[config.mk]
export PLATFORM = sky130hd
export DESIGN_NAME = muxn_rr_registered_flat
export DESIGN_NICKNAME = d
export VERILOG_FILES = /design/src/rtl/muxn_rr_registered_if.sv /design/src/rtl/muxn_rr_registered.sv /design/src/flat_wrapper.sv
export SDC_FILE = /design/constraint.sdc
export NUM_CORES = 1
export LEC_CHECK = 0
export BUFFER_PORTS_ARGS = -buffer_cell sky130_fd_sc_hd__buf_2
export CORE_ASPECT_RATIO = 1.1
export CORE_MARGIN = 4
export CORE_UTILIZATION = 42
export DETAILED_ROUTE_END_ITERATION = 16
export PLACE_DENSITY = 0.93
export SLEW_MARGIN = 20
export SYNTH_ARGS = -nofsm -noshare
export SYNTH_HDL_FRONTEND = slang
export SYNTH_SLANG_ARGS = --single-unit
[constraint.sdc]
create_clock -name clk -period 3.91 [get_ports clk]
set_clock_uncertainty 0.15 [all_clocks]
set_input_delay 0.1955 -clock clk [delete_from_list [all_inputs] [get_ports clk]]
set_output_delay 0.1955 -clock clk [all_outputs]
set_load 0.01 [all_outputs]
[src/rtl/muxn_rr_registered_if.sv]
// Handshake bundle between N producers, the registered mux and its single consumer.
// The mux uses the slave view; the producer/consumer side uses the master view.
interface muxn_rr_registered_if #(
   parameter int WIDTH = 8,
   parameter int N     = 4
);
   localparam int SELW = $clog2(N);

   logic [SELW-1:0]    sel;
   logic [N*WIDTH-1:0] in_data;
   logic [N-1:0]       in_valid;
   logic [N-1:0]       in_ready;
   logic [WIDTH-1:0]   out_data;
   logic [SELW-1:0]    out_chan;
   logic               out_valid;
   logic               out_ready;

   modport master (
      output sel, in_data, in_valid, out_ready,
      input  in_ready, out_data, out_chan, out_valid
   );

   modport slave (
      input  sel, in_data, in_valid, out_ready,
      output in_ready, out_data, out_chan, out_valid
   );
endinterface

[src/rtl/muxn_rr_registered.sv]
// N-channel valid/ready mux with a single output register stage. The channel comes
// from an external select (MODE 0) or from a round-robin arbiter (MODE 1).
module muxn_rr_registered #(
   parameter int WIDTH = 8,
   parameter int N     = 4,
   parameter int MODE  = 0
) (
   input logic                 clk,
   input logic                 rst,
   muxn_rr_registered_if.slave bus
);
   localparam int SELW = $clog2(N);

   genvar gi;
   genvar gj;

   logic [WIDTH-1:0] chan_data [N];
   logic [WIDTH-1:0] out_data_reg, out_data_next;
   logic [SELW-1:0]  out_chan_reg, out_chan_next;
   logic             out_valid_reg, out_valid_next;
   logic             load_en;
   logic             gnt_v;
   logic             xfer;
   logic [SELW-1:0]  gnt;
   logic [N-1:0]     in_ready_int;

   generate
      for (gi = 0; gi < N; gi++) begin : g_unpack
         assign chan_data[gi] = bus.in_data[gi*WIDTH +: WIDTH];
      end
   endgenerate

   // The register can take a word when empty or when its word leaves this cycle.
   assign load_en = !out_valid_reg || bus.out_ready;
   assign xfer    = rst && load_en && gnt_v;

   generate
      if (MODE == 0) begin : g_sel
         // Only in-range select values can match a channel, so sel >= N never grants.
         logic [N-1:0] sel_hit;

         for (gi = 0; gi < N; gi++) begin : g_hit
            assign sel_hit[gi] = (bus.sel == SELW'(gi));
         end

         assign gnt   = bus.sel;
         assign gnt_v = |(sel_hit & bus.in_valid);
      end else begin : g_rr
         localparam logic [SELW+1:0] N_EXT = (SELW+2)'(N);

         logic [SELW-1:0]         ptr_reg, ptr_next;
         logic [SELW+1:0]         rot_amt;
         logic [SELW+1:0]         gnt_sum;
         logic [2*N-1:0]          valid_dbl;
         logic [N-1:0]            valid_rot;
         logic [N-1:0]            lower_any;
         logic [N-1:0]            first_hit;
         logic [SELW-1:0][N-1:0]  off_bits;
         logic [SELW-1:0]         rr_off;

         // Bit j of valid_rot is channel (ptr+1+j) mod N, so the lowest set bit is the winner.
         assign rot_amt   = {2'b00, ptr_reg} + (SELW+2)'(1);
         assign valid_dbl = {bus.in_valid, bus.in_valid};
         assign valid_rot = N'(valid_dbl >> rot_amt);

         for (gi = 0; gi < N; gi++) begin : g_first
            if (gi == 0) begin : g_lsb
               assign lower_any[gi] = 1'b0;
            end else begin : g_upper
               assign lower_any[gi] = |valid_rot[gi-1:0];
            end
            assign first_hit[gi] = valid_rot[gi] && !lower_any[gi];
         end

         // Encode the one-hot winner: each offset bit ORs the winners whose index has that bit set.
         for (gj = 0; gj < SELW; gj++) begin : g_enc
            for (gi = 0; gi < N; gi++) begin : g_term
               if (((gi >> gj) & 1) == 1) begin : g_on
                  assign off_bits[gj][gi] = first_hit[gi];
               end else begin : g_off
                  assign off_bits[gj][gi] = 1'b0;
               end
            end
            assign rr_off[gj] = |off_bits[gj];
         end

         assign gnt_sum  = rot_amt + {2'b00, rr_off};
         assign gnt      = (gnt_sum >= N_EXT) ? SELW'(gnt_sum - N_EXT) : SELW'(gnt_sum);
         assign gnt_v    = |bus.in_valid;
         assign ptr_next = xfer ? gnt : ptr_reg;

         // Pointer resets to the last channel so channel 0 is scanned first.
         always_ff @(posedge clk) begin
            if (!rst) begin
               ptr_reg <= SELW'(N - 1);
            end else begin
               ptr_reg <= ptr_next;
            end
         end
      end
   endgenerate

   generate
      for (gi = 0; gi < N; gi++) begin : g_ready
         assign in_ready_int[gi] = xfer && (gnt == SELW'(gi));
      end
   endgenerate

   always_comb begin
      out_data_next  = out_data_reg;
      out_chan_next  = out_chan_reg;
      out_valid_next = out_valid_reg;
      if (load_en) begin
         out_valid_next = xfer;
         if (xfer) begin
            out_data_next = chan_data[gnt];
            out_chan_next = gnt;
         end
      end
   end

   always_ff @(posedge clk) begin
      if (!rst) begin
         out_data_reg  <= '0;
         out_chan_reg  <= '0;
         out_valid_reg <= 1'b0;
      end else begin
         out_data_reg  <= out_data_next;
         out_chan_reg  <= out_chan_next;
         out_valid_reg <= out_valid_next;
      end
   end

   assign bus.in_ready  = in_ready_int;
   assign bus.out_data  = out_data_reg;
   assign bus.out_chan  = out_chan_reg;
   assign bus.out_valid = out_valid_reg;
endmodule
[src/flat_wrapper.sv]
// flat-port wrapper written by rule: the top's interface ports become plain ports
module muxn_rr_registered_flat 
#(
   parameter int WIDTH = 8,
   parameter int N     = 4,
   parameter int MODE  = 0
)
  (clk, rst, bus_sel, bus_in_data, bus_in_valid, bus_out_ready, bus_in_ready, bus_out_data, bus_out_chan, bus_out_valid);
  muxn_rr_registered_if #(.WIDTH(WIDTH), .N(N)) bus_i ();
  input logic clk;
  input logic rst;
  input wire logic [$bits(bus_i.sel)-1:0] bus_sel;
  input wire logic [$bits(bus_i.in_data)-1:0] bus_in_data;
  input wire logic [$bits(bus_i.in_valid)-1:0] bus_in_valid;
  input wire logic [$bits(bus_i.out_ready)-1:0] bus_out_ready;
  output wire logic [$bits(bus_i.in_ready)-1:0] bus_in_ready;
  output wire logic [$bits(bus_i.out_data)-1:0] bus_out_data;
  output wire logic [$bits(bus_i.out_chan)-1:0] bus_out_chan;
  output wire logic [$bits(bus_i.out_valid)-1:0] bus_out_valid;
  assign bus_i.sel = bus_sel;
  assign bus_i.in_data = bus_in_data;
  assign bus_i.in_valid = bus_in_valid;
  assign bus_i.out_ready = bus_out_ready;
  assign bus_in_ready = bus_i.in_ready;
  assign bus_out_data = bus_i.out_data;
  assign bus_out_chan = bus_i.out_chan;
  assign bus_out_valid = bus_i.out_valid;
  muxn_rr_registered #(.WIDTH(WIDTH), .N(N), .MODE(MODE)) u_core (.clk(clk), .rst(rst), .bus(bus_i));
endmodule
## After elaboration in Yosys (flattened, before gate mapping)

Cells that the tools add are included.

- Magnitude comparators: 1
- Equal/unequal tests: 3
- Mux-type cells: 3
- Bitwise logic cells: 2
- Reduce and logical (&&, ||, !) cells: 11

Operators with widths:

| operator | number |
|---|---|
| $bmux W8 S2 | 1 |
| $mux W8 | 2 |
| $logic_and A1 B1 Y1 | 6 |
| $and A4 B4 Y4 | 1 |
| $eq A2 B2 Y1 const B | 2 |
| $reduce_or A4 Y1 | 1 |
| $ge A3 B3 Y1 const B | 1 |
| $not A2 Y3 | 1 |
| $eq A2 B1 Y1 const B | 1 |
| $logic_not A2 Y1 | 1 |
| $reduce_and A2 Y1 | 1 |
| $logic_not A1 Y1 | 1 |
| $logic_or A1 B1 Y1 | 1 |

- Register bits after elaboration: 11
- Input bits: 41
- Output and inout port bits: 15
- Logic and storage cells: 23

## Longest topological paths before layout

Gate-level depths: netlist of run 1.

- Depth after elaboration: 5
- Gate-level depth with buffers: 5
- Gate-level depth less buffers: 3

## Worst setup path after synthesis of run 1

Ideal clock, no wire load.

- Kind: input to output
- From: input bus_sel[1]
- To: output bus_in_ready[2]
- Data arrival time: 1,213 ps
- Data required time: 3,564 ps
- Path slack: 2,352 ps
- Cell stages on the path: 5
- Path buffers: 2
- Cells stage by stage: clkbuf_1 mux4_2 buf_6 nand3_1 nor3b_1

- Longest elaborated chain between the ends: 5
- Elaborated cells between the ends (all ways): 8
- Those cells by class: eq/ne: 3; bitwise: 1; reduce/logical: 4

RTL lines:

| what | line | text |
|---|---|---|
| from (decl) | flat_wrapper.sv:12 | `input wire logic [$bits(bus_i.sel)-1:0] bus_sel;` |
| $eq A2 B1 Y1 (tied with other cells) | muxn_rr_registered.sv:43 | `assign sel_hit[gi] = (bus.sel == SELW'(gi));` |
| $and A4 B4 Y4 | muxn_rr_registered.sv:47 | `assign gnt_v = \|(sel_hit & bus.in_valid);` |
| $reduce_or A4 Y1 | muxn_rr_registered.sv:47 |  |
| $logic_and A1 B1 Y1 | muxn_rr_registered.sv:35 | `assign xfer = rst && load_en && gnt_v;` |
| $logic_and A1 B1 Y1 (*) | muxn_rr_registered.sv:105 | `assign in_ready_int[gi] = xfer && (gnt == SELW'(gi));` |
| to (decl) | flat_wrapper.sv:16 | `output wire logic [$bits(bus_i.in_ready)-1:0] bus_in_ready;` |

Mark *: on every way between the ends. The rest lies on a longest branch, timed or not.

## Worst setup path in the final report of run 1

- From: register u_core.out_valid_reg, in the netlist u_core.bus.out_valid
- To: output bus_in_ready[3]

- Longest elaborated chain between the ends: 5

RTL lines:

| what | line | text |
|---|---|---|
| from (decl) | muxn_rr_registered.sv:20 | `logic out_valid_reg, out_valid_next;` |
| from (signal assigned) | muxn_rr_registered.sv:130 | `out_valid_reg <= out_valid_next;` |
| $logic_not A1 Y1 | muxn_rr_registered.sv:34 | `assign load_en = !out_valid_reg \|\| bus.out_ready;` |
| $logic_or A1 B1 Y1 | muxn_rr_registered.sv:34 |  |
| $logic_and A1 B1 Y1 (2 in a row) | muxn_rr_registered.sv:35 |  |
| $logic_and A1 B1 Y1 | muxn_rr_registered.sv:105 |  |

Every way passes these cells.

==> flow_summary_export.csv, run 1 <==
group,metric,value,unit
synth,synth_enable_flop_cells,0,
finish,fin_area,1050,um^2
routing,wl_per_cell,14.4,um
synth,sequential_fraction_of_the_synthesis_area,0.287,
outcome,run_status,"finished, final reports clean",
routing,first_drt_iteration_drcs,10,
setup_path,critical_path_class,"reg2out",
timing,achievable_frequency,498,MHz
setup_path,signal_arrival_time_at_the_worst_endpoint,1.66,ns
grt,antenna_found_initial,0,
setup_path,timing.critical_path.to_type,"primary output",
cts,worst_setup_hold_path_clk_slew,0.07,ns
synth,post_synth_main_area_contributors,"dfxtp_1 (29%), mux4_2 (26%), a31o_1 (9.1%)",
cts,post_cts_hold_buffer_count,0,
synth,post_synth_most_frequent_cells,"dfxtp_1 (11), inv_1 (11), a21oi_1 (10)",
finish,drive_above_1_share,0.535,
synth,synthesis.instances,79,
synth,synth_area,768,um^2
timing,worst_pin_slew,0.715,ns
finish,final.fill_count,139,
grt,track_usage,0.168,
timing,fin_setup_tns,0,ns
placed_design,detailed_place.area,1020,um^2
synth,synthesis.nets,120,
timing,final_critical_path_required_period,2.01,ns
synth,synth_top_area_share,0.287,
finish,finished_core_util,0.633,
cts,cts.sink_count,11,
cts,clock_tree.htree_level_count,1,
routing,routed_via_density,5.52,
synth,top_flip_flop_cell_by_instance_count_after_synthesis,"dfxtp_1",
cts,latest_clock_arrival_within_the_worst_skew_pair,0.27,ns
timing,timing.max_slew.rel_slack,0.524,
die,die_height,52.9,um
finish,finish.net_count,171,
setup_path,critPathRequiredTime,3.56,ns
grt,global_route.overflow_total,0,
placed_design,input_output_buffers,55,
synth,yosys_register_bits,11,
hold_path,timing.hold.worst.class,"in2reg",
flow_run,max_cap_viol_count,0,
synth,synth.distinct_cells,22,
cts,number_of_buffers_created_by_cts,3,
routing,routed-via-count,806,
pwr,peakVddDrop,121,uV
placed_design,finalWeightedCongestion,0.808,
grt,grt_first_pass_wirelength,3280,um
grt,number_of_global_route_vias_before_repair,723,
finish,area_growth,36.2,%
cts,postCtsSetupRepairBufs,0,
synth,leading_area_contributor_after_synthesis,"dfxtp_1",
finish,num_antenna_cells,0,
synth,post_synth.cell_area_avg,9.72,um^2
finish,largest_register_ffs,8,
timing,timing.final.setup_violations,0,
die,initial_utilization,0.465,
setup_path,crit_fanout,22,
die,design.die.area,2580,um^2
die,placement_rows,15,
die,floorplan.core_area,1650,um^2
timing,timing_max_transition_violations_final,0,
placed_design,dp.final_hpwl,1690,um
die,die-width,48.8,um
cts,post_cts_resized,0,
cts,cts_tree,"done",
synth,yosys_warnings,0,
timing,final.hold.worst_slack,0.190,ns
pwr,powerDensity,275,nW/um^2
pwr,cellLeakagePower,0.481,nW
setup_path,cp-start-kind,"flop",
routing,drt_wl_total,2100,um
die,io_pins,56,
cts,cts_root_buffer,"clkbuf_4",
timing,layout_worst_path_cycle_share,0.514,
cts,clock_tree.buffer_depth,2,
timing,hold_viol_final,0,
routing,route.detailed.drc,0,
routing,detail_route.first_pass.iterations,4,
timing,rsz0062_at_grt,"no",
routing,drt.antenna.violating_nets,0,
synth,postSynth.asyncResetShare,0,
grt,grt_max_degree,24,
cell usage in the layout, fill, tap and decap left out, types with 3 or more instances in the layout:
cell type / synthesis / final
mux4_2: 9 / 9
a21oi_1: 10 / 10
clkbuf_4: 0 / 3
a31o_1: 8 / 8
nand4_1: 9 / 9
dfxtp_1: 11 / 11
inv_1: 11 / 11
buf_2: 3 / 55
cell families (layout without fill, tap and decap cells):
group                  after synthesis  after routing  synth area share
AO/OA/AOI/OAI                       21             21             0.186
buffers and inverters               21             71             0.117
flip-flops                          11             11             0.287
multiplexers                        10             10             0.278
AND/OR/NAND/NOR                     16             16             0.132
worst paths after layout:
path                            end                    from  cells past startpoint  slack, ns
max                 bus_in_ready[3]    u_core.bus.out_valid                      4       1.90
min          u_core.bus.out_chan[0]                     rst                      2       0.19
max reg2reg  u_core.bus.out_chan[0]    u_core.bus.out_valid                      3       2.36
min reg2reg  u_core.bus.out_data[6]  u_core.bus.out_data[6]                      3       0.38
worst max-delay path: stages, from the launching register on:
cell and delay (ns):
dfxtp_1 0.32, nand2b_1 0.38, and4_1 0.41, and2_1 0.15, buf_2 0.13
area by class of cell:
cell class / count / area (um^2) / share of cell area
Inverter: 12 / 45.0 / 0.0431
Tap cell: 17 / 21.3 / 0.0203
Clock buffer: 4 / 26.3 / 0.0251
Sequential cell: 11 / 220 / 0.211
Multi-Input combinational cell: 47 / 458 / 0.438
Timing Repair Buffer: 55 / 275 / 0.263
power by group:
group          internal, W  leakage (nW)  switching (W)  total [W]
Sequential        0.000120        0.0900     0.00000330   0.000123
Combinational    0.0000455         0.376      0.0000416  0.0000871
Clock            0.0000395        0.0150      0.0000387  0.0000782
layer usage:
| metal | track usage | vias to the layer above | wire [um] |
|---|---|---|---|
| met1 | 0.195 | 357 | 787 |
| li1 | - | 401 | - |
| met2 | 0.285 | 42 | 1080 |
| met3 | 0.0310 | 6 | 190 |
| met5 | 0 | - | 0 |
| met4 | 0.108 | 0 | 45 |
stage by stage:
step	std cells	total power (W)	worst slack, ns
5_1_grt	146	0.000305	1.75
4_1_cts	146	0.000289	1.90
6_report	146	0.000288	1.90
3_3_place_gp	142	0.000210	1.94
3_5_place_dp	142	0.000212	1.91
2_1_floorplan	79	0.000182	2.35
Power figures use the tool's default switching activity.
==> run 2: changes to the inputs <==
--- a/config.mk
+++ b/config.mk
@@ -5,12 +5,13 @@
 export SDC_FILE = /design/constraint.sdc
 export NUM_CORES = 1
 export LEC_CHECK = 0
+export ABC_AREA = 1
 export BUFFER_PORTS_ARGS = -buffer_cell sky130_fd_sc_hd__buf_2
 export CORE_ASPECT_RATIO = 1.1
 export CORE_MARGIN = 4
-export CORE_UTILIZATION = 42
+export CORE_UTILIZATION = 41
 export DETAILED_ROUTE_END_ITERATION = 16
-export PLACE_DENSITY = 0.93
+export PLACE_DENSITY = 0.88
 export SLEW_MARGIN = 20
 export SYNTH_ARGS = -nofsm -noshare
 export SYNTH_HDL_FRONTEND = slang
==> constraint.sdc (replaced) <==
create_clock -name clk -period 1.96 [get_ports clk]
set_clock_uncertainty 0.15 [all_clocks]
set_input_delay 0.098 -clock clk [delete_from_list [all_inputs] [get_ports clk]]
set_output_delay 0.098 -clock clk [all_outputs]
set_load 0.01 [all_outputs]
==> flow_summary_export.csv, run 2 <==
group,metric,value,unit
outcome,run_status,"finished, final reports clean",
hold_path,timing.hold.worst.class,"in2reg",
synth,synth_area,862,um^2
routing,drt.antenna.violating_nets,0,
finish,most_frequent_cells_in_the_layout,"buf_2 (54), nand2_1 (52), nand3_1 (19), nor2_1 (19), dfxtp_1 (11)",
synth,synth_enable_flop_cells,0,
pwr,clockPowerShare,0.253,
synth,top_flip_flop_cell_by_instance_count_after_synthesis,"dfxtp_1",
die,initial_utilization,0.431,
synth,synthesis.instances,138,
synth,leading_area_contributor_after_synthesis,"dfxtp_1",
routing,dr.max_layer_used,"met4",
cts,cts_tree,"done",
synth,yosys_register_bits,11,
grt,track_usage,0.170,
routing,met2_wirelength,1310,um
pwr,p_int,0.000410,W
cts,worst_setup_hold_path_clk_slew,0.07,ns
synth,post_synth.cell_area_avg,6.25,um^2
routing,first_drt_iteration_drcs,21,
cts,cts.sink_count,11,
setup_path,max_stage_delay,0.54,ns
placed_design,finalWeightedCongestion,0.802,
timing,fin_setup_tns,0,ns
placed_design,input_output_buffers,55,
setup_path,cp-start-kind,"input port",
die,placement_rows,17,
die,floorplan.core_area,2000,um^2
cts,clock_tree.htree_level_count,1,
grt,antenna_found_initial,0,
setup_path,timing.reg2reg.worst_path_depth,6,
setup_path,timing.reg2reg.setup_slack,0.67,ns
finish,final.fill_count,229,
cts,latest_clock_arrival_within_the_worst_skew_pair,0.27,ns
synth,synth.distinct_cells,19,
synth,yosys.cell_count.top_type,"nand2_1",
timing,hold_viol_final,0,
pwr,cellLeakagePower,0.684,nW
finish,drive_above_1_share,0.409,
cts,number_of_buffers_created_by_cts,3,
finish,largest_register_ffs,8,
finish,area_growth,35.6,%
pwr,combinationalPowerShare,0.338,
pwr,powerDensity,529,nW/um^2
setup_path,critical_path_class,"in2out",
die,io_pins,56,
timing,timing.max_slew.rel_slack,0.731,
synth,post_synth_main_area_contributors,"dfxtp_1 (26%), nand2_1 (23%), nand3_1 (11%)",
grt,grt_max_degree,17,
finish,stdcell_count,221,
hold_path,hold_path_startpoint,"bus_in_data[2]",
timing,layout_worst_path_cycle_share,0.929,
routing,wl_per_cell,11.0,um
die,design.die.area,2900,um^2
grt,number_of_global_route_vias_before_repair,940,
routing,route.detailed.drc,0,
setup_path,worstPathCellList,"dlygate4sd3_1 > clkbuf_4 > nand2_1 > inv_1 > o21ai_1 > nor3_1 > buf_2",
finish,most_common_cell_after_layout_fill_and_taps_aside,"buf_2",
die,die_height,56.1,um
grt,grt_first_pass_wirelength,3840,um
cts,clock_tree.buffer_depth,2,
timing,final_setup_margin,0.139,ns
hold_path,worstHoldEndpoint,"u_core.bus.out_data[2]",
routing,routed-via-count,1047,
timing,achievable_frequency,549,MHz
setup_path,critical-path-slowest-cell,"dlygate4sd3_1",
timing,timing_max_transition_violations_final,0,
finish,finished_core_util,0.584,
routing,detail_route.first_pass.iterations,4,
placed_design,place_inst,215,
setup_path,signal_arrival_time_at_the_worst_endpoint,1.57,ns
die,die-width,51.7,um
routing,wl_met1,926,um
setup_path,cp.buffers_inverters,4,
placed_design,dp.final_hpwl,1910,um
finish,finish.net_count,235,
hold_path,whs_path_depth,7,
synth,yosys_warnings,0,
flow_run,max_cap_viol_count,0,
routing,routed-wl-met3,178,um
pwr,power_switching_share,0.337,
pwr,net_switching_power_of_the_design,0.000208,W
cts,cts_root_buffer,"clkbuf_4",
synth,synth_top_area_share,0.255,
routing,drt_wl_total,2420,um
timing,worst_pin_slew,0.404,ns
placed_design,post-place-ws,0.426,ns
synth,sequential_fraction_of_the_synthesis_area,0.255,
setup_path,cpLargestDelayFamily,"buffers and inverters",
synth,synthesis.nets,179,
timing,rsz0062_at_grt,"no",
setup_path,crit_fanout,10,
setup_path,timing.critical_path.to_type,"primary output",
pwr,peakVddDrop,462,uV
synth,post_synth_most_frequent_cells,"nand2_1 (52), nand3_1 (19), nor2_1 (19)",
routing,routed_via_density,4.74,
timing,timing.final.setup_violations,0,
timing,final_critical_path_required_period,1.82,ns
pwr,seq_power_share,0.408,
grt,global_route.overflow_total,0,
finish,num_antenna_cells,0,
setup_path,critPathRequiredTime,1.71,ns
setup_path,reg2reg_from,"u_core.bus.out_valid",
cts,postCtsSetupRepairBufs,0,
setup_path,rr_endpoint,"u_core.bus.out_chan[0]",
synth,postSynth.asyncResetShare,0,
==> run 2: changes by cell type after synthesis, sizes merged, moves of 3 or more <==
cell | previous run | this run
nand2 | 0 | 57
nor2 | 0 | 30
nand3 | 1 | 21
a31o | 9 | 0
mux4 | 9 | 0
nand4 | 9 | 0
a21oi | 10 | 3
clkbuf | 4 | 0
inv | 11 | 8
==> run 2: what timing repair did <==
item,in CTS,in global routing
setup endpoints to repair,0,1
resized for setup,0,1
hold buffers,2,0
hold endpoints to repair,7,0
==> run 2: stage by stage <==
step                power (W)  hold WS (ns)  instance area (um^2)
global placement     0.000459         0.243                  1120
floorplan            0.000395         0.132                   862
global route         0.000656        0.0944                  1170
detailed placement   0.000463         0.243                  1120
finish               0.000618        0.0667                  1170
CTS                  0.000620        0.0712                  1170
==> run 2: metal layers <==
layer	vias up	global-route usage
met4	0	0.0412
met3	2	0.0536
li1	539	-
met1	473	0.181
met2	33	0.313
met5	-	0
==> run 2: worst max path at each step <==
stage,from,end,slack (ns),cells after the start
6_report,rst,bus_in_ready[0],0.14,7
2_1_floorplan,u_core.bus.out_valid,bus_in_ready[0],0.69,5
4_1_cts,rst,bus_in_ready[0],0.14,7
3_3_place_gp,bus_sel[1],u_core.bus.out_data[4],0.50,8
5_1_grt,rst,bus_in_ready[0],0.04,7
3_5_place_dp,bus_sel[1],u_core.bus.out_data[4],0.43,8
==> run 2: worst register-to-register path, stage by stage (launching register included) <==
cell	delay, ns
dfxtp_1	0.33
nand2_1	0.07
nand2_1	0.17
inv_1	0.11
o21ai_1	0.19
nand2_1	0.09
a21oi_1	0.12
==> run 2: final cells by class <==
class / instances / area [um^2] / area share
well taps: 28 / 35.0 / 0.0300
multi-input cells: 113 / 554 / 0.474
repair buffers: 57 / 298 / 0.255
inverters: 8 / 35.0 / 0.0300
flip-flops and latches: 11 / 220 / 0.188
clock buffers: 4 / 26.3 / 0.0225
==> run 2: power by group through the flow <==
stage / Clock (W) / Combinational [W] / Sequential [W]
2_1_floorplan: 0 / 0.000130 / 0.000265
3_3_place_gp: 0 / 0.000202 / 0.000257
3_5_place_dp: 0 / 0.000206 / 0.000257
4_1_cts: 0.000158 / 0.000210 / 0.000252
5_1_grt: 0.000170 / 0.000232 / 0.000254
6_report: 0.000157 / 0.000209 / 0.000252
==> run 2: cells by family after synthesis <==
logic type             count (synthesis)  share of synthesized area
buffers and inverters                 14                      0.102
and+or+nand+nor                      109                      0.620
AOI/OAI and AO/OA                      4                     0.0232
DFF                                   11                      0.255
